### config.mk
export PLATFORM = sky130hd
export DESIGN_NAME = apb_slave_regfile
export DESIGN_NICKNAME = d
export VERILOG_FILES = /design/src/rtl/apb_slave_regfile.sv
export SDC_FILE = /design/constraint.sdc
export NUM_CORES = 1
export LEC_CHECK = 0
export CORE_AREA = 4 4 260 199
export CTS_BUF_LIST = sky130_fd_sc_hd__clkbuf_4
export CTS_CLUSTER_DIAMETER = 200
export DETAILED_ROUTE_END_ITERATION = 10
export DIE_AREA = 0 0 264 203
export GPL_ROUTABILITY_DRIVEN = 0
export PLACE_DENSITY = 0.44
export SYNTH_ARGS = -nofsm -noshare
export SYNTH_HDL_FRONTEND = slang
export SYNTH_SLANG_ARGS = --single-unit
### constraint.sdc
create_clock -name PCLK -period 3.69 [get_ports PCLK]
set_input_delay 0.738 -clock PCLK [delete_from_list [all_inputs] [get_ports PCLK]]
set_output_delay 0.738 -clock PCLK [all_outputs]
set_load 0.005 [all_outputs]
### src/rtl/apb_slave_regfile.sv
// APB slave register bank: NUM_REGS 32-bit registers, register 0 is a read-only ID,
// fixed wait-state count per access and PSLVERR on bad address or ID write.
module apb_slave_regfile #(
  parameter int unsigned  NUM_REGS    = 8,
  parameter int unsigned  WAIT_STATES = 2,
  parameter logic [31:0]  ID_VALUE    = 32'hA5B0_0001
) (
  input  logic                    PCLK,
  input  logic                    PRESET,
  input  logic                    PSEL,
  input  logic                    PENABLE,
  input  logic                    PWRITE,
  input  logic [31:0]             PADDR,
  input  logic [31:0]             PWDATA,
  output logic [31:0]             PRDATA,
  output logic                    PREADY,
  output logic                    PSLVERR,
  output logic [32*NUM_REGS-1:0]  REGS_FLAT
);

  localparam int unsigned IDX_W    = $clog2(NUM_REGS);
  localparam logic [3:0]  WAIT_CNT = 4'(WAIT_STATES);

  typedef enum logic {S_IDLE, S_ACCESS} state_t;

  state_t      state_q, state_d;
  logic [3:0]  cnt_q, cnt_d;
  logic        pready;

  logic [31:0] regs     [1:NUM_REGS-1];
  logic [31:0] reg_view [NUM_REGS];

  logic [IDX_W-1:0] idx;
  logic             misaligned, out_of_range, id_write, err;
  logic             wr_en;

  // Address decode works directly off the bus; the master holds it stable.
  assign idx          = PADDR[2 +: IDX_W];
  assign misaligned   = |PADDR[1:0];
  assign out_of_range = |PADDR[31:2+IDX_W];
  assign id_write     = PWRITE && (idx == '0);
  assign err          = misaligned || out_of_range || id_write;

  always_ff @(posedge PCLK) begin
    if (PRESET) begin
      state_q <= S_IDLE;
      cnt_q   <= '0;
    end else begin
      state_q <= state_d;
      cnt_q   <= cnt_d;
    end
  end

  always_comb begin
    state_d = state_q;
    cnt_d   = cnt_q;
    pready  = 1'b0;
    case (state_q)
      S_IDLE: begin
        if (PSEL && !PENABLE) begin
          state_d = S_ACCESS;
          cnt_d   = WAIT_CNT;
        end
      end
      S_ACCESS: begin
        if (!PSEL) begin
          state_d = S_IDLE;
        end else if (!PENABLE) begin
          // A fresh setup phase while in access restarts the wait count.
          cnt_d = WAIT_CNT;
        end else if (cnt_q != '0) begin
          cnt_d = cnt_q - 4'd1;
        end else begin
          pready  = 1'b1;
          state_d = S_IDLE;
        end
      end
    endcase
  end

  assign wr_en = pready && PWRITE && !err;

  always_ff @(posedge PCLK) begin
    if (PRESET) begin
      for (int unsigned i = 1; i < NUM_REGS; i++) begin
        regs[i] <= '0;
      end
    end else begin
      for (int unsigned i = 1; i < NUM_REGS; i++) begin
        if (wr_en && (idx == IDX_W'(i))) begin
          regs[i] <= PWDATA;
        end
      end
    end
  end

  for (genvar g = 0; g < NUM_REGS; g++) begin : g_view
    if (g == 0) begin : g_id
      assign reg_view[g] = ID_VALUE;
    end else begin : g_reg
      assign reg_view[g] = regs[g];
    end
    assign REGS_FLAT[32*g +: 32] = reg_view[g];
  end

  assign PREADY  = pready;
  assign PSLVERR = pready && err;
  assign PRDATA  = (pready && !PWRITE && !err) ? reg_view[idx] : '0;

endmodule
==> results by group <==
Run status
  • Status: finished clean

Setup path
  • Crit path kind: in2out
  • Critical path capture point type: output port
  • Worst path cell trace: clkdlybuf4s50_1, nor4_1, nand4_1, buf_4, nor4_4, buf_6, buf_12, buf_16, buf_6, and2_4, buf_6
  • Worst Path Max Fanout: 5
  • Buf/Inv on CP: 7
  • CP delay by family, top: buffers and inverters
  • Slowest-stage cell, CP: clkdlybuf4s50_1
  • Critical Path Start Type: primary input
  • Most common cell on crit path: buf_6
  • Worst EP required: 2.95 ns
  • CP arrival: 2.86 ns
  • Max stage delay on crit path: 0.40 ns

Clocking
  • Worst skew pair latency: 0.68 ns
  • Num CTS Buffers: 69
  • # clock sinks: 229
  • CTS Buffer Depth: 3
  • Clock transition at path regs: 0.06 ns
  • # hold bufs at CTS: 0
  • CTS tree: done
  • Root buf cell: clkbuf_4
  • Htree depth: 3

Routing
  • Iter 0 DRT Violations: 834
  • Total Wirelength: 53200 µm
  • Via count: 10000
  • Routed Antenna Nets: 0
  • Top routing layer in use: met5
  • Met3 WL post-DR: 4250 µm
  • Remaining DRCs: 0
  • DR WL met2: 22400 µm
  • Routed len/inst: 25.2 µm
  • WL met1: 25400 µm
  • Via density per instance: 4.75
  • Initial DRT Pass Iterations: 5

Synthesis
  • Synth Area in XOR/XNOR: 0.150%
  • Syn. warnings: 0
  • Complex-gate fraction of the synthesized area: 4.25%
  • Share of the yosys chip area belonging to registers: 58.4%
  • Synth Cell Area: 11700 µm²
  • Netlist cell types: 47
  • Largest family of logic cells by synthesized area: simple AND/OR/NAND/NOR gates
  • Mapped Cells: 1020
  • Synthesis-stage register bit count: 229
  • Post-synthesis simple-gate area fraction: 21.8%
  • Syn_area_per_cell: 11.5 µm²
  • Post-synthesis adder-cell area fraction: 0.107%
  • Mux share of post-synthesis cell area: 9.16%

Timing
  • Final Setup Violations: 0
  • Fin. Hold Viols: 0
  • Worst setup margin: 0.0938 ns
  • Slew Viols, Final: 0
  • Unrepaired setup endpoints after global routing: false
  • Period utilisation layout: 97.5%
  • FMAX: 278 MHz
  • Worst relative slew slack: 35.1%
  • Clock skew: 0.0317 ns
  • Least-Margin Pin Slew: 0.974 ns
  • Fin crit period: 3.60 ns

Global route
  • Grt total ovfl: 0
  • Initial antenna violation count: 4
  • Total GRT Usage: 19.0%
  • Vias in the first global route: 9910
  • First-pass GRT wire length: 73900 µm
  • Largest net degree at the start of global routing: 85

Job
  • Maximum Capacitance Violations: 0

Final layout
  • Layout fillers: 5017
  • Fraction of layout cells with a size suffix above 1: 23.0%
  • Commonest cells after routing, fill and taps aside: clkdlybuf4s50_1, edfxtp_1, nor2_1
  • Finished Core Util: 34.8%
  • Layout Nets: 1480
  • Most common cell after layout, fill and taps aside: clkdlybuf4s50_1
  • Area Overhead vs Synth: 46.8%
  • Sequential cell area: 6830 µm²
  • Multi-input logic area: 4380 µm²
  • Final Cell Area: 17200 µm²

Placement
  • Setup WS pre-CTS: -0.372 ns
  • Buffers on Ports: 326
  • Cell Area, Placed: 16000 µm²
  • Post-DP HPWL: 38900 µm

Pwr
  • PD cells: 361 nW/µm²
  • Worst vdd ir: 0.000231 V
  • Leakage power: 6.04 nW

Floorplan
  • Die height: 203 µm
  • Num rows: 71
  • Die width: 264 µm
  • Core footprint: 49400 µm²
  • Die footprint: 53600 µm²
  • Initial Utilization: 23.7%
  • # IOs: 359

Hold path
  • Hold Crit Class: reg2reg
## logic make-up after synthesis
family,Yosys count
DFF,229
muxes,64
and+or+nand+nor,512
xor gates and xnor gates,2
buffers and inverters,137
AOI/OAI and AO/OA,73
adders and majority gates,1
other,2
## what timing repair did
item                       4_1_cts  5_1_grt
buffers inserted                13        3
pin swaps                        3        3
gates cloned                     4        0
resized for setup              187        2
setup endpoints to repair       32       33
## power by group
group	switching (W)	total (W)	internal [W]	leakage, nW
combinational	0.000406	0.000773	0.000367	3.13
clock	0.00113	0.00244	0.00131	0.507
sequential	0.0000573	0.00298	0.00293	2.40
## path summary, 6_finish.rpt
kind	start	to	slack [ns]	cells after the start
hold / removal	cnt_q[3]$_SDFFE_PP0P_	cnt_q[3]$_SDFFE_PP0P_	0.56	2
hold reg to reg	cnt_q[3]$_SDFFE_PP0P_	cnt_q[3]$_SDFFE_PP0P_	0.56	2
setup / recovery	PADDR[7]	PRDATA[15]	0.09	11
setup reg to reg	cnt_q[1]$_SDFFE_PP0P_	regs[0][82]$_SDFFCE_PN0P_	0.99	9
## worst min-delay path: stages, from the launching register on
cell,delay [ns]
dfxtp_1,0.33
o21ai_0,0.10
a21oi_1,0.08
## metal layers
| layer | vias up | global-route usage (%) |
|---|---|---|
| met3 | 67 | 5.38 |
| met4 | 2 | 5.20 |
| met2 | 449 | 26.9 |
| met5 | - | 0 |
| li1 | 4512 | - |
| met1 | 4994 | 28.4 |
## cells in the mapped netlist (all sizes together)
library cell  instances  area, µm²
or3                   3       18.8
or3b                  1       11.3
nor2b                 2       12.5
mux4                 32        721
nor4                 58        393
nand3                66        330
a211o                 8       70.1
xor2                  1       8.76
mux2i                 8       80.1
clkinv                1       3.75
nand2                84        315
and2                 25        156
a21o                  2       15.0
nand2b               37        231
nor4b                 3       26.3
or2                   1       6.26
clkbuf               65        244
nand4                 6       43.8
o21ai                25        125
a31oi                 1       6.26
nor3                 65        325
nor2                140        526
a31o                  3       26.3
conb                  2       7.51
mux2                 24        270
a221oi                1       8.76
a21boi                8       60.1
or4bb                 1       11.3
inv                   4       15.0
a22oi                24        180
ha                    1       12.5
xnor2                 1       8.76
a21oi                 1       5.00
edfxtp              224       6730
and3b                 2       17.5
buf                  67        448
nor3b                 1       12.5
dfxtp                 5        100
and4                  2       17.5
and3                 15       93.8
## final cells by class
type / count / share of cell area (%)
sequential: 229 / 39.8
multi-input combinational: 684 / 25.5
timing repair buffer: 421 / 24.9
tap: 657 / 4.79
clock buffer: 101 / 4.42
clock inverter: 14 / 0.459
inverter: 5 / 0.109
antenna: 1 / 0.0146
## stage by stage
| step | setup TNS [ns] | cells | hold slack (ns) | total power [W] |
|---|---|---|---|---|
| floorplan | 0 | 1050 | 0.466 | 0.00333 |
| global placement | -8.71 | 1978 | 0.482 | 0.00380 |
| detailed placement | -9.92 | 1978 | 0.493 | 0.00380 |
| CTS | -2.92 | 2109 | 0.483 | 0.00627 |
| global route | 0 | 2112 | 0.561 | 0.00647 |
| finish | 0 | 2112 | 0.557 | 0.00620 |
## sequential cells by signal, indices dropped and copies added, names as in the netlist
register and cells:
state_q 1, regs 224, cnt_q 4
(Power assumes the default switching activity.)
